File: config.mk
export PLATFORM = sky130hd
export DESIGN_NAME = m2sram_stride_ctrl
export DESIGN_NICKNAME = d
export VERILOG_FILES = /design/src/rtl/m2sram_stride_ctrl.sv
export SDC_FILE = /design/constraint.sdc
export NUM_CORES = 1
export LEC_CHECK = 0
export ABC_CLOCK_PERIOD_IN_PS = 2500
export CAP_MARGIN = 20
export CORE_AREA = 2 2 203 205
export DETAILED_ROUTE_END_ITERATION = 10
export DIE_AREA = 0 0 205 207
export SYNTH_ARGS = -nofsm -noshare
export SYNTH_HDL_FRONTEND = slang
export SYNTH_SLANG_ARGS = --single-unit
File: constraint.sdc
create_clock -name i_clk -period 2.5 [get_ports i_clk]
set_input_delay 0.5 -clock i_clk [delete_from_list [all_inputs] [get_ports i_clk]]
set_output_delay 0.5 -clock i_clk [all_outputs]
set_load 0.02 [all_outputs]
File: src/rtl/m2sram_stride_ctrl.sv
`default_nettype none
// ============================================================================
//  Module   : m2sram_stride_ctrl
//  Function : Dual-bank M2SRAM frame controller. Writes a 16-sample frame in
//             natural order (two samples per beat) using a bank-skewed layout,
//             then reads it back as stride-8 pairs (x[j], x[j+N/2]).
//  Revision : 1.0  initial release
// ============================================================================
module m2sram_stride_ctrl #(
   parameter int DW = 64,
   parameter int AW = 3
) (
   input  logic          i_clk,
   input  logic          i_rst_n,
   input  logic          i_in_valid,
   output logic          o_in_ready,
   input  logic [DW-1:0] i_din0,
   input  logic [DW-1:0] i_din1,
   output logic          o_out_valid,
   input  logic          i_out_ready,
   output logic [DW-1:0] o_dout0,
   output logic [DW-1:0] o_dout1,
   output logic          o_frame_done,
   output logic          o_we,
   output logic [AW-1:0] o_addr0,
   output logic [AW-1:0] o_addr1,
   output logic [DW-1:0] o_d0,
   output logic [DW-1:0] o_d1,
   input  logic [DW-1:0] i_q0,
   input  logic [DW-1:0] i_q1
);

   typedef enum logic [0:0] {
      S_FILL  = 1'b0,
      S_DRAIN = 1'b1
   } state_t;

   localparam logic [AW-1:0] c_wlast = '1;
   localparam logic [AW-1:0] c_wone  = AW'(1);
   localparam logic [AW:0]   c_rone  = (AW+1)'(1);

   state_t        r_state;
   state_t        w_state_nxt;
   logic [AW-1:0] r_wcnt;
   logic [AW:0]   r_rcnt;      // reaches 2^AW once every read has been issued
   logic          r_p;         // j[0] of the beat currently held in Q
   logic          r_out_valid;
   logic [AW-1:0] r_addr0;     // last issued read addresses, replayed under stall
   logic [AW-1:0] r_addr1;

   logic          w_wr_acc;
   logic          w_issue;
   logic          w_last_acc;
   logic [AW-1:0] w_rd_lo;
   logic [AW-1:0] w_rd_hi;
   logic [AW-1:0] w_rd_addr0;
   logic [AW-1:0] w_rd_addr1;

   // Beat j reads x[j] (upper half-address 0) and x[j+N/2] (upper half-address 1);
   // odd beats find x[j] in bank 1, so the two addresses swap banks.
   assign w_rd_lo    = {1'b0, r_rcnt[AW-1:1]};
   assign w_rd_hi    = {1'b1, r_rcnt[AW-1:1]};
   assign w_rd_addr0 = r_rcnt[0] ? w_rd_hi : w_rd_lo;
   assign w_rd_addr1 = r_rcnt[0] ? w_rd_lo : w_rd_hi;

   // Next state, handshakes and memory address selection.
   always_comb begin
      w_state_nxt = r_state;
      w_wr_acc    = 1'b0;
      w_issue     = 1'b0;
      w_last_acc  = 1'b0;
      o_in_ready  = 1'b0;
      o_addr0     = r_addr0;
      o_addr1     = r_addr1;
      case (r_state)
         S_FILL: begin
            o_in_ready = 1'b1;
            w_wr_acc   = i_in_valid;
            o_addr0    = r_wcnt;
            o_addr1    = r_wcnt;
            if (i_in_valid && (r_wcnt == c_wlast)) begin
               w_state_nxt = S_DRAIN;
            end
         end
         S_DRAIN: begin
            w_issue    = ~r_rcnt[AW] & (~r_out_valid | i_out_ready);
            w_last_acc = r_rcnt[AW] & r_out_valid & i_out_ready;
            if (w_issue) begin
               o_addr0 = w_rd_addr0;
               o_addr1 = w_rd_addr1;
            end
            if (w_last_acc) begin
               w_state_nxt = S_FILL;
            end
         end
         default: w_state_nxt = S_FILL;
      endcase
   end

   assign o_we         = w_wr_acc;
   assign o_frame_done = w_last_acc;
   assign o_out_valid  = r_out_valid;

   // Second half of the frame lands in the opposite banks, so swap the lanes.
   assign o_d0 = r_wcnt[AW-1] ? i_din1 : i_din0;
   assign o_d1 = r_wcnt[AW-1] ? i_din0 : i_din1;

   // Undo the bank swap of odd beats on the registered read data.
   assign o_dout0 = r_p ? i_q1 : i_q0;
   assign o_dout1 = r_p ? i_q0 : i_q1;

   // Phase register.
   always_ff @(posedge i_clk or negedge i_rst_n) begin
      if (!i_rst_n) begin
         r_state <= S_FILL;
      end else begin
         r_state <= w_state_nxt;
      end
   end

   // Write beat counter; wraps to zero on the last beat of a frame.
   always_ff @(posedge i_clk or negedge i_rst_n) begin
      if (!i_rst_n) begin
         r_wcnt <= '0;
      end else if (w_wr_acc) begin
         r_wcnt <= r_wcnt + c_wone;
      end
   end

   // Read issue counter, in-flight parity and held addresses.
   always_ff @(posedge i_clk or negedge i_rst_n) begin
      if (!i_rst_n) begin
         r_rcnt  <= '0;
         r_p     <= 1'b0;
         r_addr0 <= '0;
         r_addr1 <= '0;
      end else if (w_issue) begin
         r_rcnt  <= r_rcnt + c_rone;
         r_p     <= r_rcnt[0];
         r_addr0 <= w_rd_addr0;
         r_addr1 <= w_rd_addr1;
      end else if (w_last_acc) begin
         r_rcnt  <= '0;
      end
   end

   // Output valid: set one cycle after an issue, cleared on acceptance otherwise.
   always_ff @(posedge i_clk or negedge i_rst_n) begin
      if (!i_rst_n) begin
         r_out_valid <= 1'b0;
      end else if (w_issue) begin
         r_out_valid <= 1'b1;
      end else if (r_out_valid && i_out_ready) begin
         r_out_valid <= 1'b0;
      end
   end

endmodule
`default_nettype wire

## Yosys cells after proc, flatten, opt, wreduce, memory -nomap -nowiden

Index checks and enable logic that the tools add are counted.

- Bits in writable memories: 0
- Bits in read-only memories: 0
- Output and inout port bits: 266
- Bits of input ports: 260
- Memories: 0
- Logic and storage cells: 42
- Bits in latches: 0
- Register bits after elaboration: 16

- Shifts and indexed selects: 0
- Add/subtract/negate cells: 2
- Equal/unequal tests: 1
- Multipliers: 0
- Bitwise logic cells: 7
- Reductions and logical operators: 4
- Magnitude comparators: 0
- Div/mod/pow operators: 0
- Muxes and demuxes: 21

Operators with widths:

| cell | count |
|---|---|
| $mux W64 | 4 |
| $mux W3 | 4 |
| $pmux W3 S2 | 2 |
| $mux W1 | 8 |
| $mux W4 | 2 |
| $add A4 B1 Y4 const B | 1 |
| $reduce_bool A2 Y1 | 2 |
| $add A3 B1 Y3 const B | 1 |
| $and A1 B1 Y1 | 3 |
| $eq A3 B3 Y1 const B | 1 |
| $not A1 Y1 | 3 |
| $logic_and A1 B1 Y1 | 2 |
| $pmux W1 S2 | 1 |
| $or A1 B1 Y1 | 1 |

## Logic depth before layout (Yosys ltp)

- Depth after elaboration: 5
- Mapped depth: 5
- Depth with buffers taken out: 4

## Worst setup path after synthesis

No wires, ideal clock.

- Path kind: register to output
- From: register r_out_valid (netlist: o_out_valid)
- To: output o_addr1[0]
- Stages on the path, launching flop included: 5
- Data required time: 2.000 ns
- Data arrival time: 1.358 ns
- Path slack: 0.642 ns
- Path through: dfrtp_1 -> nor2b_4 -> nor2_4 -> a211o_1 -> buf_4

- Cells in the longest elaborated chain, start to end: 5

RTL lines:

| element | line | RTL |
|---|---|---|
| from (decl) | 47 | `logic r_out_valid;` |
| from (signal assigned) | 150 | `r_out_valid <= 1'b0;` |
| from (signal assigned) | 152 | `r_out_valid <= 1'b1;` |
| from (signal assigned) | 154 | `r_out_valid <= 1'b0;` |
| $not A1 Y1 | 86 | `w_issue = ~r_rcnt[AW] & (~r_out_valid \| i_out_ready);` |
| $or A1 B1 Y1 | 86 |  |
| $and A1 B1 Y1 | 86 |  |
| $mux W3 | 88 | `if (w_issue) begin` |
| $pmux W3 S2 | 75 | `case (r_state)` |
| to (decl) | 26 | `output logic [AW-1:0] o_addr1,` |

No other way between the ends.

## Worst setup path in the final report

- From: input i_q0[20]
- To: output o_dout1[20]

- Cells in the longest elaborated chain, start to end: 1

RTL lines:

| element | line | RTL |
|---|---|---|
| from (decl) | 29 | `input logic [DW-1:0] i_q0,` |
| $mux W64 | 110 | `assign o_dout1 = r_p ? i_q0 : i_q1;` |
| to (decl) | 22 | `output logic [DW-1:0] o_dout1,` |

No other way between the ends.

==> metrics.yaml <==
async_reset_ff_frac: 1.00
max_freq_ghz: 0.407
syn_area_um2: 3860
htreeDepth: 1
hold_class: "flip-flop to flip-flop"
pre_cts_slack_ps: -269
cts_buffers: 3
grt_overflow: 0
insertion_delay_ps: 240
antenna_cells: 0
port_buffers: 525
use_met2: 0.172
cts_tree: "done"
use_met1: 0.104
finalSetupTns_ps: 0
setup_viol: 0
grt_pass1_vias: 5195
period_share: 0.982
grt_antenna_before_repair: 2
p_leak_nw: 3.65
vias_per_cell: 3.60
hold_viol: 0
rsz0062_at_grt: "false"
syn_nets: 614
drtIter0Drc: 143
row_count: 74
synthTopCellsByCount: "mux2_2 (261), buf_6 (21), dfrtp_1 (13)"
ys_ff_latch: 13
yosys-top-cells-area: "mux2_2 (76%), dfrtp_1 (8.4%), buf_6 (6.1%), ha_1 (0.97%), buf_2 (0.78%)"
dpl_cell_area_um2: 9780
peakVddDrop_v: 0.000753
grt.met3_usage: 0.0220
slew_viol_final: 0
critPathRequiredTime_ps: 2000
finish.instance_area_um2: 9940
holdBufCountCts: 0
worstSetupPathType: "input port to output pin"
area_growth_pct: 157
ys.flop_type: "dfrtp_1"
ys_seq_area_frac: 0.0842
cts_sinks: 13
die_width_um: 205
synth_top_area_share: 0.761
grt_use_total: 0.0922
setup.worst_path.end_class: "output pin"
pin_count: 526
cellPowerDensity_nw_per_um2: 940
tightest_slew_ps: 579
die-area_um2: 42400
die_h_um: 207
rrSetupSlack_ps: 1030
grt_pass1_wl_mm: 30.7
syn_area_per_cell_um2: 11.0
ant_nets: 0
fin_skew_ps: 1.50
synth_most_common_cell: "mux2_2"
clockRootBuffer: "clkbuf_16"
synth_cells: 351
grt_max_degree: 29
power.total_mw: 9.35
maxCapViolCount: 0
drive_above_1_share: 0.347
core-area_um2: 40400
busiest_layer: "met2"
clk_pin_slew_ps: 40
synth_largest_area_cell: "mux2_2"
critPathMaxFanout: 2
start_kind: "input port"
arrival_ps: 1960
status: "finished clean"
period_needed_ps: 2460
dpl.hpwl_mm: 18.7
routed_wirelength_mm: 21.6
relSlewSlack: 0.612
whs_ps: 506
fin_ws_ps: 43.8
synth_edf_count: 0
ys_warn_count: 0
final_nets: 1148
routedWlPerCell_um: 15.3
synth.distinct_cells: 28
drc: 0
vias: 5098
initial_utilization: 0.0957
drt-pass1-iter-count: 4
clk_path_buf_depth: 2
place.gp.congestion: 0.840
==> final cells by class <==
class,count,area [um2]
tap,532,666
inverter,3,11.3
sequential,13,333
fill,4327,30400
multi-input combinational,304,3240
timing repair buffer,560,5620
clock buffer,4,78.8
==> what timing repair did <==
item,in CTS,in global routing
pin swaps,0,0
setup buffers,7,0
resized for setup,7,7
setup endpoints to repair,184,7
==> registers in the layout, indices dropped and copies added (netlist names) <==
register	count
r_p	1
r_addr1	1
r_wcnt	3
r_rcnt	4
o_out_valid	1
r_state	1
r_addr0	2
==> metrics by stage <==
step / cells / util
detailed placement: 1405 / 0.242
floorplan: 351 / -
global route: 1416 / 0.246
finish: 1416 / 0.246
global placement: 1405 / 0.242
CTS: 1416 / 0.246
==> worst max-delay path, stage by stage <==
cell	delay, ps
clkdlybuf4s50_1	600
mux2_2	250
clkdlybuf4s50_1	610
==> metal layers <==
metal	routed length [um]	vias to the layer above
met5	0	-
met2	10900	291
li1	-	2405
met4	384	0
met3	2190	20
met1	8140	2382
==> kinds of logic (layout without fill, tap and decap cells) <==
family | Yosys count | after routing | share of synthesized area
mux | 261 | 261 | 0.761
xor+xnor | 1 | 1 | 0.00227
simple gates | 21 | 21 | 0.0350
buf+inv | 34 | 567 | 0.0797
compound gates | 18 | 18 | 0.0285
fa+ha+maj | 3 | 3 | 0.00972
flops | 13 | 13 | 0.0842
==> power breakdown <==
part / switching [mW] / internal, mW / total (mW) / leakage (nW)
clock: 0.0831 / 0.215 / 0.298 / 0.0382
sequential: 0.131 / 0.324 / 0.455 / 0.157
combinational: 3.92 / 4.68 / 8.60 / 3.46
total: 4.14 / 5.21 / 9.35 / 3.65
==> cell usage in the layout (no fill, tap or decap), drive strengths merged, types with 3 or more instances in the layout <==
| cell type | count |
|---|---|
| nand2 | 5 |
| mux2 | 261 |
| dlymetal6s2s | 3 |
| clkdlybuf4s50 | 516 |
| buf | 35 |
| dlygate4sd2 | 5 |
| dfrtp | 13 |
| inv | 3 |
| ha | 3 |
| nor2 | 3 |
| o21ai | 6 |
| a21oi | 4 |
| nand2b | 4 |
| nor2b | 4 |
| clkbuf | 5 |
==> path summary, 6_finish.rpt <==
path	depth (start not counted)	end	from
max	3	o_dout1[20]	i_q0[20]
min	1	r_wcnt[0]	r_wcnt[0]
max reg2reg	5	r_addr0[1]	o_out_valid
min reg2reg	1	r_wcnt[0]	r_wcnt[0]
max in group asynchronous	1	r_wcnt[2]	i_rst_n
min in group asynchronous	1	r_rcnt[0]	i_rst_n
Note: power is estimated with default switching activity, not from simulation.
